$ cat src/rtl/sdram_probe_clear.sv
`timescale 1ns/1ps
`default_nettype none
// ============================================================================
//  Module   : sdram_probe_clear
//  Purpose  : Owns the single-port SDRAM controller command interface.
//             After reset it sizes the installed SDRAM by writing aliasing
//             signatures and reading them back, publishes the result on cfg,
//             then zero-fills the array. A single host requester shares the
//             port once probing is done and has priority over the sweep.
//  Ports    : clk_sys, RESET         - clock, synchronous active-high reset
//             mem_ready/mem_dout     - controller status and read data
//             mem_addr/din/we/rd     - controller command (1-cycle strobes)
//             cfg                    - [15] probe done, [2:0] size bits
//             clear_done             - zero-fill sweep finished (level)
//             host_req/we/addr/din   - host request, held until host_ack
//             host_ack/host_dout     - completion pulse and read data
//  Revision : 1.0 - initial release
// ============================================================================
module sdram_probe_clear #(
    parameter int CLR_AW   = 25,
    parameter bit CLEAR_EN = 1'b1
) (
    input  logic        clk_sys,
    input  logic        RESET,
    input  logic        mem_ready,
    input  logic [15:0] mem_dout,
    output logic [26:0] mem_addr,
    output logic [15:0] mem_din,
    output logic        mem_we,
    output logic        mem_rd,
    output logic [15:0] cfg,
    output logic        clear_done,
    input  logic        host_req,
    input  logic        host_we,
    input  logic [26:0] host_addr,
    input  logic [15:0] host_din,
    output logic        host_ack,
    output logic [15:0] host_dout
);

    // Signature addresses: each lands on a different SDRAM size boundary.
    localparam logic [26:0] ADDR_64M = 27'h4000000;
    localparam logic [26:0] ADDR_32M = 27'h2000000;
    localparam logic [26:0] ADDR_0   = 27'h0000000;
    localparam logic [26:0] ADDR_16M = 27'h1000000;
    localparam logic [15:0] SIG_64M  = 16'd3128;
    localparam logic [15:0] SIG_32M  = 16'd2064;
    localparam logic [15:0] SIG_0    = 16'd1032;
    localparam logic [15:0] SIG_16M  = 16'd12345;

    typedef enum logic [2:0] {
        WAIT0 = 3'd0,
        ISSUE = 3'd1,
        GAP   = 3'd2,
        DONE  = 3'd3,
        IDLE  = 3'd4
    } state_t;

    state_t          state_q;
    logic [2:0]      step_q;        // probe command index 0..6
    logic [CLR_AW:0] clr_q;         // MSB set = sweep finished
    logic            op_host_q;     // command in flight belongs to the host
    logic            op_we_q;
    logic [26:0]     mem_addr_q;
    logic [15:0]     mem_din_q;
    logic            mem_we_q;
    logic            mem_rd_q;
    logic            probe_done_q;
    logic [2:0]      size_q;
    logic            clear_done_q;
    logic            host_ack_q;
    logic [15:0]     host_dout_q;

    logic [CLR_AW:0] clr_d;
    logic            host_go_d;
    logic            clr_pend_d;
    logic [26:0]     probe_addr_d;
    logic [15:0]     probe_din_d;
    logic            probe_we_d;

    assign clr_d      = clr_q + {{CLR_AW{1'b0}}, 1'b1};
    // A request still high during its own ack cycle is the old request;
    // masking with host_ack_q keeps it from being served twice.
    assign host_go_d  = probe_done_q && host_req && !host_ack_q;
    assign clr_pend_d = CLEAR_EN && !clr_q[CLR_AW];
    assign probe_we_d = (step_q < 3'd4);

    always_comb begin
        probe_addr_d = ADDR_0;
        probe_din_d  = 16'd0;
        case (step_q)
            3'd0: begin probe_addr_d = ADDR_64M; probe_din_d = SIG_64M; end
            3'd1: begin probe_addr_d = ADDR_32M; probe_din_d = SIG_32M; end
            3'd2: begin probe_addr_d = ADDR_0;   probe_din_d = SIG_0;   end
            3'd3: begin probe_addr_d = ADDR_16M; probe_din_d = SIG_16M; end
            3'd4: probe_addr_d = ADDR_64M;
            3'd5: probe_addr_d = ADDR_32M;
            default: probe_addr_d = ADDR_0;
        endcase
    end

    always_ff @(posedge clk_sys) begin
        if (RESET) begin
            state_q      <= WAIT0;
            step_q       <= 3'd0;
            clr_q        <= '0;
            op_host_q    <= 1'b0;
            op_we_q      <= 1'b0;
            mem_addr_q   <= '0;
            mem_din_q    <= '0;
            mem_we_q     <= 1'b0;
            mem_rd_q     <= 1'b0;
            probe_done_q <= 1'b0;
            size_q       <= 3'd0;
            clear_done_q <= 1'b0;
            host_ack_q   <= 1'b0;
            host_dout_q  <= '0;
        end else begin
            mem_we_q   <= 1'b0;
            mem_rd_q   <= 1'b0;
            host_ack_q <= 1'b0;
            case (state_q)
                // WAIT0 shares the issue path so the first probe strobe
                // follows the first mem_ready by one cycle.
                WAIT0, ISSUE, IDLE: begin
                    if (mem_ready) begin
                        if (host_go_d) begin
                            mem_addr_q <= host_addr;
                            mem_din_q  <= host_din;
                            mem_we_q   <= host_we;
                            mem_rd_q   <= !host_we;
                            op_host_q  <= 1'b1;
                            op_we_q    <= host_we;
                            state_q    <= GAP;
                        end else if (!probe_done_q) begin
                            mem_addr_q <= probe_addr_d;
                            mem_din_q  <= probe_din_d;
                            mem_we_q   <= probe_we_d;
                            mem_rd_q   <= !probe_we_d;
                            op_host_q  <= 1'b0;
                            op_we_q    <= probe_we_d;
                            state_q    <= GAP;
                        end else if (clr_pend_d) begin
                            mem_addr_q <= 27'(clr_q[CLR_AW-1:0]);
                            mem_din_q  <= 16'd0;
                            mem_we_q   <= 1'b1;
                            op_host_q  <= 1'b0;
                            op_we_q    <= 1'b1;
                            state_q    <= GAP;
                        end else begin
                            state_q <= IDLE;
                        end
                    end
                end
                // Controller may not have dropped mem_ready yet.
                GAP: state_q <= DONE;
                DONE: begin
                    if (mem_ready) begin
                        state_q <= ISSUE;
                        if (op_host_q) begin
                            host_ack_q <= 1'b1;
                            if (!op_we_q) begin
                                host_dout_q <= mem_dout;
                            end
                        end else if (!probe_done_q) begin
                            step_q <= step_q + 3'd1;
                            case (step_q)
                                3'd4: size_q[2] <= (mem_dout == SIG_64M);
                                3'd5: size_q[1] <= (mem_dout == SIG_32M);
                                3'd6: begin
                                    size_q[0]    <= (mem_dout == SIG_0);
                                    probe_done_q <= 1'b1;
                                    if (!CLEAR_EN) begin
                                        clear_done_q <= 1'b1;
                                    end
                                end
                                default: ;
                            endcase
                        end else begin
                            // Sweep advances only on its own completions.
                            clr_q <= clr_d;
                            if (clr_d[CLR_AW]) begin
                                clear_done_q <= 1'b1;
                            end
                        end
                    end
                end
                default: state_q <= WAIT0;
            endcase
        end
    end

    assign mem_addr   = mem_addr_q;
    assign mem_din    = mem_din_q;
    assign mem_we     = mem_we_q;
    assign mem_rd     = mem_rd_q;
    assign cfg        = {probe_done_q, 12'd0, size_q};
    assign clear_done = clear_done_q;
    assign host_ack   = host_ack_q;
    assign host_dout  = host_dout_q;

endmodule
`default_nettype wire

$ cat config.mk
export PLATFORM = sky130hd
export DESIGN_NAME = sdram_probe_clear
export DESIGN_NICKNAME = d
export VERILOG_FILES = /design/src/rtl/sdram_probe_clear.sv
export SDC_FILE = /design/constraint.sdc
export NUM_CORES = 1
export LEC_CHECK = 0
export ABC_AREA = 1
export BUFFER_PORTS_ARGS = -buffer_cell sky130_fd_sc_hd__buf_2
export CAP_MARGIN = 20
export CORE_MARGIN = 3
export CORE_UTILIZATION = 40
export DETAILED_ROUTE_END_ITERATION = 16
export GPL_ROUTABILITY_DRIVEN = 0
export PLACE_DENSITY = 0.77
export SYNTH_ARGS = -nofsm -noshare
export SYNTH_HDL_FRONTEND = slang
export SYNTH_SLANG_ARGS = --single-unit
$ cat constraint.sdc
create_clock -name clk_sys -period 4.05 [get_ports clk_sys]
set_input_delay 0.2025 -clock clk_sys [delete_from_list [all_inputs] [get_ports clk_sys]]
set_output_delay 0.2025 -clock clk_sys [all_outputs]
set_load 0.05 [all_outputs]
## After elaboration in Yosys (flattened, before gate mapping)

Cells that the tools add are included.

- $add $sub $neg: 2
- Magnitude comparators: 1
- Equality and inequality tests: 16
- Muxes and demuxes: 28
- Bitwise logic cells: 6
- Reductions and logical operators: 22

Operators by type and width:

| operator | count |
|---|---|
| $mux 27 | 3 |
| $pmux 27 s3 | 1 |
| $pmux 14 s4 | 1 |
| $mux 16 | 3 |
| $eq 16x12->1 const B | 2 |
| $add 26x1->26 const B | 1 |
| $reduce_and 5->1 | 4 |
| $eq 16x11->1 const B | 1 |
| $mux 3 | 5 |
| $mux 1 | 14 |
| $eq 3x2->1 const B | 4 |
| $eq 3x3->1 const B | 4 |
| $reduce_and 4->1 | 3 |
| $pmux 3 s3 | 1 |
| $reduce_or 3->1 | 3 |
| $eq 3x1->1 const B | 2 |
| $logic_not 3->1 | 2 |
| $not 1->1 | 6 |
| $reduce_and 3->1 | 2 |
| $ne 2x2->1 const B | 2 |
| $reduce_or 2->1 | 2 |
| $add 3x1->3 const B | 1 |
| $logic_not 1->1 | 3 |
| $lt 3x3->1 const B | 1 |
| other kinds (3) | 4 |

- Flip-flop bits (word level): 101
- Input bits: 64
- Output and inout bits: 79
- Logic and storage cells: 91

## Logic depth before layout (Yosys ltp)

Gate-level depths: netlist of the first run.

- Depth after elaboration: 5
- Mapped depth: 10
- Depth with buffers taken out: 10

## Worst setup path before layout of the first run

No wires, ideal clock.

- Path type: register -> register
- Start: register host_ack_q, in the netlist host_ack
- End: register mem_addr_q[24], in the netlist mem_addr[24]
- Library setup time: 0.118 ns
- Data arrival time: 1.441 ns
- Data required time: 3.932 ns
- Slack: 2.491 ns
- Stages on the path, launching flop included: 10
- Path buffers: 2
- Clock period less this slack: 1.559 ns
- Path through: dfxtp_1 > inv_1 > nand3_2 > buf_4 > clkinv_2 > buf_4 > nand2_1 > o211ai_1 > nor2_1 > nor2_1

- Longest elaborated chain between the ends: 4
- Elaborated cells on any way between the ends: 5
- Classes of those cells: 1 x eq/ne; 1 x mux; 3 x reduce/logical

RTL lines:

| element | line | RTL |
|---|---|---|
| start: declaration | 71 | `logic host_ack_q;` |
| start signal: assignment | 116 | `host_ack_q <= 1'b0;` |
| start signal: assignment | 121 | `host_ack_q <= 1'b0;` |
| start signal: assignment | 161 | `host_ack_q <= 1'b1;` |
| $logic_not 1->1 (*) | 84 | `assign host_go_d = probe_done_q && host_req && !host_ack_q;` |
| $logic_and 1x1->1 (*) | 84 |  |
| $ne 3x2->1 (no source line) | - |  |
| $reduce_and 3->1 (no source line) | - |  |
| end signal: assignment | 128 | `mem_addr_q <= host_addr;` |
| end signal: assignment | 136 | `mem_addr_q <= probe_addr_d;` |
| end signal: assignment | 144 | `mem_addr_q <= 27'(clr_q[CLR_AW-1:0]);` |
| end: declaration | 64 | `logic [26:0] mem_addr_q;` |

Mark *: on every way between the ends. The rest lies on a longest branch, timed or not.
A chain may end at the register's enable or synchronous reset.

## Worst setup path after layout of the first run

- Start: register probe_done_q
- End: register mem_din_q[5], in the netlist mem_din[5]

- Longest elaborated chain between the ends: 4
- Elaborated cells on any way between the ends: 6
- Classes of those cells: 1 x eq/ne; 2 x mux; 3 x reduce/logical

RTL lines:

| element | line | RTL |
|---|---|---|
| start: declaration | 68 | `logic probe_done_q;` |
| start signal: assignment | 113 | `probe_done_q <= 1'b0;` |
| start signal: assignment | 172 | `probe_done_q <= 1'b1;` |
| $logic_and 1x1->1 (2 in series) | 84 |  |
| $ne 3x2->1 (no source line) | - |  |
| $reduce_and 3->1 (no source line) | - |  |
| end signal: assignment | 129 | `mem_din_q <= host_din;` |
| end signal: assignment | 137 | `mem_din_q <= probe_din_d;` |
| end: declaration | 65 | `logic [15:0] mem_din_q;` |

Parallel ways exist; a longest one is shown, timed or not.

==> results of run 1 <==
## state kept, by name (all words and copies together), names as in the netlist
| name | cells |
|---|---|
| op_we_q | 1 |
| size_q | 3 |
| op_host_q | 1 |
| state_q | 3 |
| mem_we | 1 |
| mem_rd | 1 |
| clear_done | 1 |
| mem_din | 16 |
| probe_done_q | 1 |
| mem_addr | 27 |
| host_dout | 16 |
| clr_q | 26 |
| host_ack | 1 |
| step_q | 3 |
## synthesized netlist by cell type (2+ instances only)
master / count
a21oi_1: 38
a31oi_1: 26
buf_1: 2
buf_2: 13
buf_4: 16
clkbuf_1: 11
dfxtp_1: 101
ha_1: 6
inv_1: 59
inv_2: 4
nand2_1: 116
nand2_2: 4
nand3_1: 43
nand3_2: 2
nand4_1: 6
nor2_1: 69
nor2_2: 4
nor2_4: 3
nor3_1: 13
nor4_1: 3
o21ai_0: 73
o21ai_1: 7
o21bai_2: 2
xor2_1: 4
## critical path, stage by stage (launching register included)
cell and delay (ns):
dfxtp_1 0.35, nand3_2 0.33, nand3_1 0.25, nand2_1 0.46
inv_2 0.83, o21ai_0 0.21, a21oi_1 0.16
## power by group
part           switching [µW]  internal [µW]
clock network             392            442
logic                     192           62.4
registers                16.0           1020
total                     600           1520
## how the worst max path moves through the flow
stage	start	endpoint	slack [ns]	cells past startpoint
2_1_floorplan	host_ack	mem_addr[24]	2.49	9
3_3_place_gp	host_ack	mem_din[11]	1.49	7
5_1_grt	probe_done_q	mem_din[5]	1.0	6
4_1_cts	host_ack	mem_din[5]	1.34	7
6_report	probe_done_q	mem_din[5]	1.35	6
3_5_place_dp	probe_done_q	mem_din[10]	1.38	6
## logic make-up (layout without fill, tap and decap cells)
kind of cell | Yosys count | count (layout) | synth area share [%]
AND/OR/NAND/NOR | 268 | 268 | 25.81
AO/OA/AOI/OAI | 151 | 151 | 17.58
buffers and inverters | 108 | 214 | 10.57
flip-flops | 101 | 101 | 43.58
adder cells (fa/ha/maj) | 6 | 6 | 1.618
XOR/XNOR | 4 | 4 | 0.7550
other | 1 | 12 | 0.08083
## per-stage QoR
stage | setup WS (ns) | instance area [µm²]
after detailed placement | 1.380 | 5284
after global placement | 1.492 | 5284
final | 1.349 | 5570
after global routing | 0.9984 | 5570
after floorplan | 2.491 | 4681
after CTS | 1.339 | 5570
## routing by layer
layer	vias to the layer above	global-route usage [%]	routed length, µm
met3	13	4.828	765
li1	2315	-	-
met5	-	0	0
met1	2070	24.03	5327
met2	170	31.33	5947
met4	0	5.288	155
## final cells by class
| type | count | area, µm² | share of cell area (%) |
|---|---|---|---|
| sequential | 101 | 2022 | 36.30 |
| timing repair buffer | 133 | 673.1 | 12.08 |
| clock buffer | 11 | 242.7 | 4.358 |
| tap | 140 | 175.2 | 3.145 |
| clock inverter | 5 | 43.79 | 0.7862 |
| inverter | 65 | 245.2 | 4.403 |
| multi-input combinational | 441 | 2168 | 38.93 |
==> impl_metrics.yaml, run 1 <==
finish:
  fill_cells: 1120
  num_antenna_cells: 0
  utilization_pct: 50.28
  finalNonFillerCells: 896
  nNetsFinal: 821
  final_cell_mix: "buf_2 (130), nand2_1 (116), dfxtp_1 (101)"
  area_growth_pct: 20.06
  final_common_cell: "buf_2"
  drive_gt1_share_pct: 22.75
worst_hold_path:
  hold_end: "mem_din[15]"
  hold_class: "in -> reg"
  hold_depth: 3
  min-delay-start: "host_din[15]"
worst_setup_path:
  rrSetupSlack_ns: 1.35
  reg2reg_depth: 6
  cp.arrival_ns: 2.97
  r2r_start: "probe_done_q"
  worstPathMaxFanout: 61
  critPathLaunchType: "flop"
  r2r_end: "mem_din[5]"
  crit_type: "reg -> reg"
  cp_data_required_time_ns: 4.32
  end_kind: "flop"
routing:
  drc: 0
  drt_iter0_drc: 407
  vias: 4568
  firstDrtPassIters: 5
  drt-total-wl_um: 12200
  wl_per_cell_um: 13.61
  ant_nets: 0
  viasPerCell: 5.098
sta:
  grt_setup_unrepaired: "no"
  worstMarginPinSlew_ns: 0.8722
  fin_tns_setup_ns: 0
  period_needed_ns: 2.701
  hold_violations: 0
  hold_slack_ns: 0.1028
  period_share_pct: 66.68
  max_slew_margin_pct: 41.85
  setup_viol: 0
  max_freq_mhz: 370.3
  slew_viol_final: 0
  fin_worst_skew_ns: 0.01020
floorplan:
  initial_utilization_pct: 41.88
  die_h_um: 113.7
  num_rows: 38
  die_w_um: 113.7
  dieArea_um2: 12930
  core_um2: 11080
  io_pins: 143
placed_design:
  placed_cells: 880
  dpl.hpwl_um: 8954
  port-buffer-count: 130
global_route:
  grt_start_max_net_pins: 62
  grt_overflow_total: 0
  grt_pass1_vias: 4097
  track_usage_pct: 18.76
  antenna_found_initial: 0
  grt_pass1_wl_um: 19600
clocking:
  post-cts-setup-buffer-count: 0
  h-tree-depth: 3
  cts.reportedPaths.clkPinSlew_ns: 0.08
  cts-resized-gates: 0
  numCtsBuffers: 9
  ctsRootBufferMaster: "clkbuf_16"
  cts_hold_buf: 0
  cts_tree: "yes"
  cts_sinks: 101
  ctsLongestPathBuffers: 2
  clkLatencyLatePin_ns: 0.35
synthesis:
  ys_ff_latch: 101
  synth_top_area_cell: "dfxtp_1"
  seq_area_frac_synth_pct: 43.58
  synth_edf_count: 0
  postSynth.asyncResetShare_pct: 0
  synth_cell_types: 38
  avgSynthCellArea_um2: 7.260
  netlist_top_cells_area: "dfxtp_1 (44%), nand2_1 (9.4%), o21ai_0 (7.9%), nor2_1 (5.6%), inv_1 (4.8%)"
  ys.flop_type: "dfxtp_1"
  synthesis.yosys.warnings: 0
  synthCells: 639
  synth_top_area_share_pct: 43.58
  synth_area_um2: 4639
run:
  cap_violations: 0
power:
  ir_drop_uv: 195.2
  power_uw: 2123
  leakage_uw: 0.002389
  power-per-cell-area_nw_per_um2: 381.2
run_status:
  status: "complete, no violations"
No activity file was read; power rests on OpenSTA's default activity.
==> run 2: changes to the inputs <==
--- a/config.mk
+++ b/config.mk
@@ -12,7 +12,7 @@
 export CORE_UTILIZATION = 40
 export DETAILED_ROUTE_END_ITERATION = 16
 export GPL_ROUTABILITY_DRIVEN = 0
-export PLACE_DENSITY = 0.77
+export PLACE_DENSITY = 0.79
 export SYNTH_ARGS = -nofsm -noshare
 export SYNTH_HDL_FRONTEND = slang
 export SYNTH_SLANG_ARGS = --single-unit
==> constraint.sdc (replaced) <==
create_clock -name clk_sys -period 2.4 [get_ports clk_sys]
set_input_delay 0.12 -clock clk_sys [delete_from_list [all_inputs] [get_ports clk_sys]]
set_output_delay 0.12 -clock clk_sys [all_outputs]
set_load 0.05 [all_outputs]
==> impl_metrics.yaml, run 2 (same netlist as run 1, synthesis figures left out) <==
run_status:
  status: "complete, no violations"
sta:
  slew_viol_final: 0
  setup_ws_ns: 0.5259
  fin_tns_setup_ns: 0
  period_share_pct: 78.09
  max_slew_margin_pct: 55.20
  fin_worst_skew_ns: 0.01034
  worstMarginPinSlew_ns: 0.6679
  setup_viol: 0
  period_needed_ns: 1.874
  grt_setup_unrepaired: "no"
  max_freq_mhz: 533.6
  hold_violations: 0
finish:
  drive_gt1_share_pct: 23.03
  final_common_cell: "buf_2"
  final_cell_mix: "buf_2 (130), nand2_1 (116), dfxtp_1 (101)"
  fill_cells: 1094
  num_antenna_cells: 0
  register_area_um2: 2022
  nNetsFinal: 825
  multiInputGateArea_um2: 2168
  area_growth_pct: 21.60
  largest_reg_flops: 27
  fin_area_um2: 5642
worst_setup_path:
  r2r_start: "host_ack"
  end_kind: "flop"
  critPathLaunchType: "flop"
  cp_data_required_time_ns: 2.61
  cp.buffers_inverters: 3
  cp_num_cells: 6
  r2r_end: "mem_din[2]"
  cp_cell_sequence: "inv_1 -> nand3_2 -> buf_4 -> clkinv_2 -> nand3_1 -> o21ai_0"
  crit_type: "reg -> reg"
  cp-startpoint: "host_ack"
  slowest_stage: "clkinv_2"
  rrSetupSlack_ns: 0.53
  slowest_delay_ns: 0.47
  worstPathMaxFanout: 36
  reg2reg_depth: 6
  cp-endpoint: "mem_din[2]"
  cp.arrival_ns: 2.09
  path_delay_family: "buffers and inverters"
floorplan:
  die_h_um: 113.7
  num_rows: 38
  initial_utilization_pct: 41.88
  core_um2: 11080
  die_w_um: 113.7
  io_pins: 143
  dieArea_um2: 12930
power:
  power_uw: 3683
  power-per-cell-area_nw_per_um2: 652.8
  leakage_uw: 0.002429
  ir_drop_uv: 330.5
routing:
  ant_nets: 0
  viasPerCell: 5.049
  vias: 4544
  drt_iter0_drc: 402
  firstDrtPassIters: 5
  wl_per_cell_um: 13.71
  drc: 0
  drt-total-wl_um: 12340
run:
  cap_violations: 0
clocking:
  ctsLongestPathBuffers: 2
  cts.reportedPaths.clkPinSlew_ns: 0.07
  cts_tree: "yes"
  cts_sinks: 101
  cts-resized-gates: 0
  numCtsBuffers: 9
  post-cts-setup-buffer-count: 0
  h-tree-depth: 3
  ctsRootBufferMaster: "clkbuf_16"
  cts_hold_buf: 0
  clkLatencyLatePin_ns: 0.34
global_route:
  grt_overflow_total: 0
  track_usage_pct: 18.51
  grt_pass1_vias: 4131
  antenna_found_initial: 0
  grt_pass1_wl_um: 19590
  grt_start_max_net_pins: 52
placed_design:
  dpl.hpwl_um: 8911
  placed_area_um2: 5339
  pre_cts_ws_ns: 0.5516
  port-buffer-count: 130
worst_hold_path:
  hold_class: "in -> reg"
[run 2: changes by cell type in the layout (fill, tap and decap cells not counted)]
cell	delta
buf_12	+2
buf_4	+2
bufinv_16	+1
clkbuf_1	+1
clkinv_4	+1
clkinvlp_4	-2
inv_8	-1
[run 2: area by class of cell]
class / instances / share of cell area [%]
multi-input cells: 441 / 38.43
repair buffers: 137 / 12.91
clock buffers: 12 / 4.369
flip-flops and latches: 101 / 35.84
well taps: 140 / 3.105
clock inverters: 4 / 0.9980
inverters: 65 / 4.347
[run 2: worst register-to-register path: stages, from the launching register on]
cell and delay [ns]:
dfxtp_1 0.32, inv_1 0.05, nand3_2 0.06, buf_4 0.23, clkinv_2 0.47, nand3_1 0.47
o21ai_0 0.14
[run 2: worst min-delay path by stage]
| stage | startpoint | to | slack [ns] | depth (start not counted) |
|---|---|---|---|---|
| after floorplan | mem_dout[0] | host_dout[0] | 0.27 | 2 |
| after global placement | host_din[6] | mem_din[6] | 0.38 | 3 |
| after detailed placement | host_din[8] | mem_din[8] | 0.38 | 3 |
| after CTS | host_din[8] | mem_din[8] | 0.02 | 3 |
| after global routing | host_din[15] | mem_din[15] | 0.04 | 3 |
| final | host_din[8] | mem_din[8] | 0.03 | 3 |
[run 2: layer usage]
layer	up-vias	GRT usage, %	part of all wire, %
li1	2314	-	-
met1	2063	23.77	45
met2	149	31.65	48
met3	18	2.706	5.5
met4	0	6.651	1.8
met5	-	0	0
[run 2: stage by stage]
stage               std cells  hold slack, ns  utilization [%]
floorplan                 650          0.2677                -
global placement          884          0.3792            48.19
detailed placement        884          0.3817            48.19
CTS                       900         0.02210            50.93
global route              900         0.04294            50.93
finish                    900         0.02731            50.93
[run 2: report_power, final]
| part | switching, µW | internal, µW | total (µW) |
|---|---|---|---|
| clock network | 643 | 846 | 1490 |
| logic | 332 | 117 | 448 |
| registers | 25.2 | 1720 | 1750 |
| total | 1000 | 2680 | 3680 |
